<file path="src/rtl/enable_generator_pkg.sv">
// Shared definitions for the multichannel enable generator: control FSM
// state encoding and default sizing constants.
package enable_generator_pkg;

  localparam int unsigned DEFAULT_COUNTER_WIDTH = 32;
  localparam int unsigned DEFAULT_N_CHANNELS    = 4;

  typedef enum logic [1:0] {
    ST_IDLE = 2'd0,
    ST_RUN  = 2'd1,
    ST_DONE = 2'd2
  } state_e;

endpackage : enable_generator_pkg

</file>
<file path="src/rtl/enable_channel_comparator.sv">
// One compare channel: double-buffered compare value plus a registered,
// single-cycle match pulse against the shared period counter.
module enable_channel_comparator
  import enable_generator_pkg::*;
#(
  parameter int unsigned COUNTER_WIDTH = DEFAULT_COUNTER_WIDTH
) (
  input  logic                     clk_i,
  input  logic                     rst_ni,
  input  logic                     in_run_i,
  input  logic                     tick_i,
  input  logic                     wrap_i,
  input  logic [COUNTER_WIDTH-1:0] counter_i,
  input  logic [COUNTER_WIDTH-1:0] compare_i,
  output logic                     enable_o
);

  logic [COUNTER_WIDTH-1:0] compare_s_q, compare_s_d;
  logic                     enable_q, enable_d;
  logic                     load;

  // Shadow follows the input while stopped; while running it only updates on
  // the wrap, so a mid-period write takes effect from the next period.
  assign load = !in_run_i || wrap_i;

  // Next shadow value and match pulse; a compare at or above the period is
  // never reached by the counter and so never fires.
  always_comb begin
    compare_s_d = compare_s_q;
    if (load) begin
      compare_s_d = compare_i;
    end
    enable_d = in_run_i && tick_i && (counter_i == compare_s_q);
  end

  // Shadow compare and pulse registers.
  always_ff @(posedge clk_i or negedge rst_ni) begin
    if (!rst_ni) begin
      compare_s_q <= '0;
      enable_q    <= 1'b0;
    end else begin
      compare_s_q <= compare_s_d;
      enable_q    <= enable_d;
    end
  end

  assign enable_o = enable_q;

endmodule : enable_channel_comparator

</file>
<file path="src/rtl/enable_generator_multichannel.sv">
// Multichannel enable generator: one shared period counter with a control
// FSM (IDLE/RUN/DONE), a double-buffered period, and N compare channels that
// each emit a one-cycle enable pulse at their own phase in the period.
module enable_generator_multichannel
  import enable_generator_pkg::*;
#(
  parameter int unsigned COUNTER_WIDTH            = DEFAULT_COUNTER_WIDTH,
  parameter int unsigned N_CHANNELS               = DEFAULT_N_CHANNELS,
  parameter int unsigned EXTERNAL_TIMEBASE_ENABLE = 0
) (
  input  logic                                clock,
  input  logic                                reset,
  input  logic                                external_timebase,
  input  logic                                gen_enable_in,
  input  logic                                one_shot,
  input  logic [COUNTER_WIDTH-1:0]            period,
  input  logic [N_CHANNELS*COUNTER_WIDTH-1:0] compare,
  output logic [N_CHANNELS-1:0]               enable_out,
  output logic [COUNTER_WIDTH-1:0]            counter_out,
  output logic                                period_done,
  output logic                                busy
);

  state_e                   state_q, state_d;
  logic [COUNTER_WIDTH-1:0] counter_q, counter_d;
  logic [COUNTER_WIDTH-1:0] period_s_q, period_s_d;
  logic                     period_done_q, period_done_d;

  logic                     tick;
  logic                     in_run;
  logic                     period_nz;
  logic                     wrap;
  logic                     shadow_load;

  assign tick        = (EXTERNAL_TIMEBASE_ENABLE != 0) ? external_timebase : 1'b1;
  assign in_run      = (state_q == ST_RUN);
  assign period_nz   = (period_s_q != '0);
  assign wrap        = in_run && tick && period_nz &&
                       (counter_q == period_s_q - COUNTER_WIDTH'(1));
  assign shadow_load = !in_run || wrap;

  // Next-state, counter and period shadow. Disable has priority over the
  // wrap, but period_done still reports a wrap reached on that cycle.
  always_comb begin
    state_d       = state_q;
    counter_d     = counter_q;
    period_s_d    = period_s_q;
    period_done_d = wrap;
    if (shadow_load) begin
      period_s_d = period;
    end
    unique case (state_q)
      ST_IDLE: begin
        counter_d = '0;
        if (gen_enable_in && period_nz) begin
          state_d = ST_RUN;
        end
      end
      ST_RUN: begin
        if (!gen_enable_in) begin
          state_d   = ST_IDLE;
          counter_d = '0;
        end else if (!period_nz) begin
          // Period input dropped to zero on the start cycle: nothing to count.
          state_d   = ST_IDLE;
          counter_d = '0;
        end else if (wrap) begin
          counter_d = '0;
          if (one_shot) begin
            state_d = ST_DONE;
          end else if (period == '0) begin
            state_d = ST_IDLE;
          end
        end else if (tick) begin
          counter_d = counter_q + COUNTER_WIDTH'(1);
        end
      end
      ST_DONE: begin
        counter_d = '0;
        if (!gen_enable_in) begin
          state_d = ST_IDLE;
        end
      end
      default: begin
        state_d   = ST_IDLE;
        counter_d = '0;
      end
    endcase
  end

  // FSM, counter, period shadow and period_done registers.
  always_ff @(posedge clock or negedge reset) begin
    if (!reset) begin
      state_q       <= ST_IDLE;
      counter_q     <= '0;
      period_s_q    <= '0;
      period_done_q <= 1'b0;
    end else begin
      state_q       <= state_d;
      counter_q     <= counter_d;
      period_s_q    <= period_s_d;
      period_done_q <= period_done_d;
    end
  end

  for (genvar i = 0; i < N_CHANNELS; i++) begin : g_chan
    enable_channel_comparator #(
      .COUNTER_WIDTH(COUNTER_WIDTH)
    ) u_chan (
      .clk_i    (clock),
      .rst_ni   (reset),
      .in_run_i (in_run),
      .tick_i   (tick),
      .wrap_i   (wrap),
      .counter_i(counter_q),
      .compare_i(compare[i*COUNTER_WIDTH +: COUNTER_WIDTH]),
      .enable_o (enable_out[i])
    );
  end

  assign counter_out = counter_q;
  assign period_done = period_done_q;
  assign busy        = in_run;

endmodule : enable_generator_multichannel

</file>
<file path="config.mk">
export PLATFORM = sky130hd
export DESIGN_NAME = enable_generator_multichannel
export DESIGN_NICKNAME = d
export VERILOG_FILES = /design/src/rtl/enable_generator_pkg.sv /design/src/rtl/enable_channel_comparator.sv /design/src/rtl/enable_generator_multichannel.sv
export SDC_FILE = /design/constraint.sdc
export NUM_CORES = 1
export LEC_CHECK = 0
export ABC_CLOCK_PERIOD_IN_PS = 4400
export CORE_ASPECT_RATIO = 0.8
export CORE_MARGIN = 3
export CORE_UTILIZATION = 53
export DETAILED_ROUTE_END_ITERATION = 10
export PLACE_DENSITY = 0.77
export SYNTH_ARGS = -nofsm -noshare
export SYNTH_HDL_FRONTEND = slang
export SYNTH_HIERARCHICAL = 1
export SYNTH_SLANG_ARGS = --single-unit
</file>
<file path="constraint.sdc">
create_clock -name clock -period 4.4 [get_ports clock]
set_input_delay 1.1 -clock clock [delete_from_list [all_inputs] [get_ports clock]]
set_output_delay 1.1 -clock clock [all_outputs]
set_load 0.05 [all_outputs]
</file>
[Word-level counts from Yosys, hierarchy flattened]
Cells that the tools add are included.
Cells by class
  add/sub/neg operators: 2
  multipliers: 0
  div/mod/pow operators: 0
  magnitude comparators: 0
  eq/ne operators: 11
  shift operators: 0
  mux-type cells: 12
  bitwise logic cells: 0
  reduce and logical (&&, ||, !) cells: 13
Operators with widths (number)
  == test 32 bit: 5
  2-to-1 mux 32 bit: 4
  adder 32 x 1 -> 32 bit, second input constant: 1
  logical NOT 32 bit: 1
  nonzero test 32 bit: 1
  subtractor 32 x 1 -> 32 bit, second input constant: 1
  2-to-1 mux 2 bit: 7
  logical AND 1 bit: 7
  one-hot mux 2 bit (3 select lines): 1
  inequality test 5 bit, second input constant: 1
  inequality test 2 bit, second input constant: 2
  inequality test 4 bit, second input constant: 1
  AND reduction 4 bit: 1
  == test 2 x 1 -> 1 bit, second input constant: 1
  == test 2 bit, second input constant: 1
  logical NOT 2 bit: 1
  logical NOT 1 bit: 1
  logical OR 1 bit: 1
Word-level totals
  register bits after elaboration: 199
  bits in latches: 0
  memory bits (writable): 0
  bits in read-only memories: 0
  input bits: 165
  output and inout port bits: 38
  word-level logic and storage cells: 50
  memories kept: 0

[Logic depth before layout (Yosys ltp)]
Gate-level depths: netlist of run 1.
  depth in word-level cells: 7
  gate-level depth with buffers: 13
  depth with buffers taken out: 11

[Hierarchy]
The synthesis of run 1 kept the hierarchy.
Modules (own cells, without submodules)
  enable_channel_comparator: instances 4, cells each 114, area each 1569.0 um2, seq. area each 825.8 um2
  enable_generator_multichannel: instances 1, cells each 454, area each 4327.9 um2, seq. area each 1676.6 um2

[Worst setup path before layout of run 1]
OpenSTA, ideal clock, no wires.
  path kind: register to register
  from: register state_q[1]
  to: register g_chan[0].u_chan.compare_s_q[27]
  setup time: 0.125 ns
  data arrival time: 3.653 ns
  required time: 4.275 ns
  path slack: 0.622 ns
  cell stages (with the launch flop): 12
  path buffers: 2
  clock period less this slack: 3.778 ns
  path through: dfrtp_1 -> nor2b_1 -> nand3_1 -> a211oi_2 -> nand3_1 -> nor4_1 -> nand4_1 -> nor2_1 -> nand2b_1 -> clkbuf_1 -> buf_2 -> mux2_2
Between the ends
  longest elaborated chain between the ends: 4
  elaborated cells on any way between the ends: 5
  classes of those cells: eq/ne (1); reduce/logical (4)
RTL lines
  start, declared: RTL line enable_generator_multichannel.sv:24  | state_e state_q, state_d;
  start signal, assigned: RTL line enable_generator_multichannel.sv:99  | state_q <= state_d;
  == test 2 x 1 -> 1 bit: RTL line enable_generator_multichannel.sv:36  | assign in_run = (state_q == ST_RUN);
  via busy: RTL line enable_generator_multichannel.sv:21  | output logic busy
  logical AND 1 bit (2 in series): RTL line enable_generator_multichannel.sv:38  | assign wrap = in_run && tick && period_nz &&
  via period_done_d: RTL line enable_generator_multichannel.sv:27  | logic period_done_q, period_done_d;
  logical OR 1 bit: RTL line enable_channel_comparator.sv:24  | assign load = !in_run_i || wrap_i;
  end signal, assigned: RTL line enable_channel_comparator.sv:42  | compare_s_q <= compare_s_d;
  end, declared: RTL line enable_channel_comparator.sv:18  | logic [COUNTER_WIDTH-1:0] compare_s_q, compare_s_d;
The timed path passes the listed nets, and every way through them passes these cells.
A chain may end at the register's enable or synchronous reset.

[Final worst setup path of run 1]
  from: register period_s_q[0]
  to: register g_chan[0].u_chan.compare_s_q[13]
Between the ends
  longest elaborated chain between the ends: 4
  elaborated cells on any way between the ends: 6
  classes of those cells: add/sub (1); eq/ne (1); reduce/logical (4)
RTL lines
  start, declared: RTL line enable_generator_multichannel.sv:26  | logic [COUNTER_WIDTH-1:0] period_s_q, period_s_d;
  start signal, assigned: RTL line enable_generator_multichannel.sv:101  | period_s_q <= period_s_d;
  subtractor 32 x 1 -> 32 bit or nonzero test 32 bit (tied branches): RTL line enable_generator_multichannel.sv:39, enable_generator_multichannel.sv:37
  == test 32 bit or logical AND 1 bit (tied branches): RTL line enable_generator_multichannel.sv:39, enable_generator_multichannel.sv:38
  logical AND 1 bit (*): RTL line enable_generator_multichannel.sv:38
  via period_done_d: RTL line enable_generator_multichannel.sv:27
  logical OR 1 bit (*): RTL line enable_channel_comparator.sv:24
The timed path passes the listed nets; every way through them passes the cells marked *.

==> results of run 1 <==
-- how the worst max path moves through the flow --
stage	end	slack, ps	cells past startpoint
floorplan	g_chan[0].u_chan/compare_s_q[27]	620	11
CTS	g_chan[0].u_chan/compare_s_q[13]	550	13
detailed placement	g_chan[0].u_chan/compare_s_q[13]	590	13
finish	g_chan[0].u_chan/compare_s_q[13]	460	13
global placement	g_chan[0].u_chan/compare_s_q[15]	590	13
global route	g_chan[2].u_chan/compare_s_q[15]	310	13
-- per-stage QoR --
step | instances | hold slack, ps | setup WS [ps] | instance area, um^2
after global placement | 1370 | 451 | 585 | 13100
after detailed placement | 1370 | 463 | 591 | 13100
after CTS | 1402 | 474 | 548 | 13700
final | 1402 | 475 | 464 | 13700
after floorplan | 913 | 429 | 622 | 10600
after global routing | 1402 | 491 | 307 | 13700
-- cell type report --
| cell class | count | area [um^2] | area share (%) |
|---|---|---|---|
| Clock buffer | 18 | 429 | 3.14 |
| Clock inverter | 14 | 141 | 1.03 |
| Inverter | 9 | 33.8 | 0.247 |
| Multi-Input combinational cell | 667 | 5420 | 39.6 |
| Sequential cell | 199 | 4980 | 36.4 |
| Tap cell | 258 | 323 | 2.36 |
| Timing Repair Buffer | 237 | 2350 | 17.2 |
-- where the power goes --
part	internal, mW	switching [mW]
combinational	0.384	0.258
sequential	1.98	0.143
clock	0.798	0.737
-- cell usage in the layout, fill, tap and decap left out, types with 3 or more instances in the layout --
cell / instances
clkdlybuf4s50_1: 200
dfrtp_1: 199
mux2_2: 121
xor2_1: 102
xnor2_1: 94
nor3_1: 43
mux2_1: 40
nor4_1: 38
nand4_1: 38
buf_4: 31
nand2_1: 28
nand3_1: 28
nor2_1: 20
clkbuf_16: 17
and3_1: 12
inv_1: 9
nand2b_1: 9
or4_1: 7
and4_1: 6
nor3b_1: 6
nor2b_1: 5
nor3_2: 5
inv_6: 5
buf_12: 5
nor4b_1: 4
o211ai_1: 4
a21oi_1: 4
conb_1: 4
and2_1: 3
or3_1: 3
o31ai_1: 3
a31oi_1: 3
o21ai_0: 3
ha_1: 3
clkinv_2: 3
-- registers in the layout, indices dropped and copies added (netlist names) --
signal and flops:
g_chan.u_chan/enable_o 4, period_done 1, g_chan.u_chan/compare_s_q 128, period_s_q 32, counter_out 32, state_q 2
-- per-layer routing --
metal	up-vias	track usage [%]	wire length (um)
li1	3703	-	-
met1	4084	40.8	13700
met2	280	40.8	13200
met3	32	6.45	2170
met4	0	5.59	300
met5	-	0	0
-- cell families (layout without fill, tap and decap cells) --
kind of cell	after synthesis	after routing	share of synthesized area (%)
simple gates	267	267	14.8
buf+inv	47	278	2.06
xor+xnor	196	196	16.2
compound gates	35	35	2.38
flops	199	199	47.0
mux	162	162	17.2
other cells	1	4	0.0354
fa+ha+maj	3	3	0.354
==> flow_summary.toml, run 1 <==
[clocking]
postCtsSetupBuffers = 0
clk_latency_ps = 440
cts_buffers = 17
cts_htree_levels = 4
post_cts_resized = 0
cts_root_buffer = "clkbuf_16"
cts.sinks = 199
path_clk_slew_ps = 70
holdBufCountCts = 0
cts_tree = "built"
clk_path_buf_depth = 2

[timing]
final.setup.tns_ps = 0
slew_headroom_pct = 33.5
finalHoldViolCount = 0
slew_violations = 0
clock_skew_ps = 12.3
fmax_mhz = 254
tightest_slew_ps = 997
setup_viol = 0
fin_crit_sh_pct = 89.5
min_period_ps = 3940
rsz0062_at_grt = "false"

[job]
maxCapViolations = 0

[pwr]
ir_drop_uv = 206
power.density_nw_per_um2 = 314
leakage_nw = 5.40
total_power_mw = 4.30

[worst_setup_path]
cp_cell_sequence = "inv_1, ha_1, nor3b_1, nand4_1, nor3_1, mux2_2, o21ai_1, nand4_1, nor2_1, buf_4, nand2b_1, buf_12, mux2_2"
crit_slowest_cell = "nor3b_1"
critPathLaunchType = "flop"
reg2reg_to = "g_chan[0].u_chan/compare_s_q[13]"
rr_worst_depth = 13
startpoint = "period_s_q[0]"
cp_max_fo = 32
path_buf_inv = 3
required_ps = 4720
r2r_start = "period_s_q[0]"
crit_type = "reg2reg"
cp_top_family = "simple AND/OR/NAND/NOR gates"
cp_slowest_stage_delay_ps = 450
regToRegSetupSlack_ps = 460
worst_ep_arrival_time_ps = 4260
critPathCaptureType = "flop"

[logic_synthesis]
synth_area_leaders = "dfrtp_1, mux2_2, xor2_1, xnor2_1, mux2_1"
async_flop_share_pct = 100
netlist_instances = 910
synth_ff_type = "dfrtp_1"
synthDistinctLibCells = 56
synth-warning-count = 6
synthMostInstantiatedCell = "dfrtp_1"
ys_seq_area_share_pct = 47.0
ys_ff_latch = 199
ys_top_cells_by_count = "dfrtp_1, mux2_2, xor2_1"
syn_avg_cell_area_um2 = 11.7
syn_area_um2 = 10600
synth_top_area_share_pct = 47.0
synth_edf_count = 0
yosysTopAreaCell = "dfrtp_1"

[floorplan]
start_util_pct = 54.9
dieArea_um2 = 21800
die_w_um = 164
rows = 45
io_pins = 203
chipHeight_um = 133
core_um2 = 19300

[worst_hold_path]
hold_path_end = "state_q[0]"
hold_start = "state_q[1]"
hold_class = "reg2reg"
hold_depth = 1

[final_layout]
n_fill_cell = 1459
fin_nets = 1299
num_antenna_cells = 0
area_growth_pct = 28.9
drive_gt1_share_pct = 17.7
post-route-util_pct = 70.8

[status]
status = "completed"

[drt]
drc = 0
drt-initial-drc-count = 630
vias = 8099
ant_nets = 0
wl_per_cell_um = 21.0
wl_mm = 29.4
avgViaCountPerCell = 5.78
firstDrtPassIters = 5

[global_route]
first_global_vias = 7930
grt_pass1_wl_mm = 45.3
grt_overflow = 0
grt_use_total_pct = 27.3
grt_max_degree = 113
antenna_found_initial = 1

[place]
port-buffer-count = 201
gp_congestion = 0.948
dpl.hpwl_mm = 21.4
(Power assumes the default switching activity.)
==> inputs of run 2 (changes only) <==
Settings changed: CORE_MARGIN 3 to unset.
==> run 2 against run 1 <==
  * Non-clock buffer count rose by 2
  * Die area fell by 5.4%
  * Sequential cell count did not move
  * Cell count grew 0.14%
  * Register-to-register slack got worse by 210 ps
  * Power grew 0.68%
  * Clock skew up 1.0 ps
==> flow_summary.toml, run 2 (synthesis gave the netlist of run 1 again) <==
[drt]
vias = 8013
avgViaCountPerCell = 5.71
wl_mm = 28.5
drc = 0
drt-initial-drc-count = 700
ant_nets = 0
wl_per_cell_um = 20.3
firstDrtPassIters = 5

[worst_setup_path]
critPathLaunchType = "flop"
cp_max_fo = 16
crit_type = "reg2reg"
required_ps = 4710
worst_ep_arrival_time_ps = 4460
critPathCaptureType = "flop"

[timing]
fin_crit_sh_pct = 94.2
rsz0062_at_grt = "false"
clock_skew_ps = 13.3
timing.final.ws_setup_ps = 254
tightest_slew_ps = 908
finalHoldViolCount = 0
setup_viol = 0
slew_violations = 0
min_period_ps = 4150
final.setup.tns_ps = 0
fmax_mhz = 241
slew_headroom_pct = 39.5

[clocking]
cts_htree_levels = 4
cts_tree = "built"
clk_latency_ps = 440
cts_buffers = 17
postCtsSetupBuffers = 0
cts_root_buffer = "clkbuf_16"
clk_path_buf_depth = 2
holdBufCountCts = 0
cts.sinks = 199
path_clk_slew_ps = 70
post_cts_resized = 0

[global_route]
antenna_found_initial = 0
grt_overflow = 0
grt_pass1_wl_mm = 44.8
grt_use_total_pct = 29.0
grt_max_degree = 116
first_global_vias = 8024

[floorplan]
die_w_um = 160
chipHeight_um = 129
rows = 45
start_util_pct = 55.1
io_pins = 203
dieArea_um2 = 20600
core_um2 = 19300

[final_layout]
final_area_um2 = 13700
drive_gt1_share_pct = 17.8
num_antenna_cells = 0
final_cell_mix = "clkdlybuf4s50_1, dfrtp_1, mux2_2"
layout_commonest_cell = "clkdlybuf4s50_1"
top_register = "g_chan.u_chan/compare_s_q"
fin_nets = 1301
largest_reg_flops = 128
area_growth_pct = 29.0

[pwr]
leakage_nw = 5.40
total_power_mw = 4.33
power.density_nw_per_um2 = 316
ir_drop_uv = 261

[status]
status = "completed"

[place]
dpl.hpwl_mm = 20.8
dpl-instance-area_um2 = 13100
gp_congestion = 0.923
pre_cts_slack_ps = 404
port-buffer-count = 201

[worst_hold_path]
hold_class = "reg2reg"

[job]
maxCapViolations = 0
## run 2: worst paths after layout
path | startpoint | cells past startpoint | end | slack [ps]
setup / recovery | period_s_q[7] | 10 | g_chan[0].u_chan/compare_s_q[15] | 250
hold / removal | state_q[1] | 1 | state_q[0] | 470
setup reg to reg | period_s_q[7] | 10 | g_chan[0].u_chan/compare_s_q[15] | 250
hold reg to reg | state_q[1] | 1 | state_q[0] | 470
max in group asynchronous | reset | 2 | g_chan[1].u_chan/compare_s_q[23] | 2710
min in group asynchronous | reset | 1 | g_chan[0].u_chan/compare_s_q[27] | 810
## run 2: critical path, stage by stage (launching register included)
cell and delay [ps]:
dfrtp_1 470, nor4_2 690, nand4_1 380, nor3_1 310, mux2_2 370, o21ai_1 220
nand4_1 210, nor2_1 490, nand2b_1 220, buf_4 290, mux2_2 380
## run 2: power breakdown
group	internal, mW	switching (mW)	leakage [nW]
combinational	0.381	0.252	2.72
clock	0.863	0.706	0.281
sequential	1.98	0.145	2.41
total	3.22	1.10	5.40
## run 2: layer usage
layer | global-route usage [%] | vias to the layer above | wire [um]
li1 | - | 3718 | -
met5 | 0 | - | 0
met1 | 40.7 | 3956 | 13100
met4 | 6.05 | 0 | 377
met2 | 45.3 | 306 | 12700
met3 | 7.83 | 33 | 2320
## run 2: final cells by class
type / count / area, um^2
repair buffers: 239 / 2340
clock inverters: 12 / 141
fillers: 1452 / 5580
well taps: 258 / 323
clock buffers: 20 / 447
multi-input cells: 667 / 5420
inverters: 9 / 33.8
flip-flops and latches: 199 / 4980
## run 2: through the flow
stage	cells	utilization (%)	hold WS [ps]
detailed placement	1372	68.0	456
global route	1404	71.0	494
global placement	1372	68.0	448
finish	1404	71.0	472
floorplan	913	-	429
CTS	1404	71.0	465
==> inputs of run 3 (changes only) <==
Settings changed: TNS_END_PERCENT set to 100.
==> results of run 3 <==
No change in the layout: final DEF, timing and power equal those of run 2.
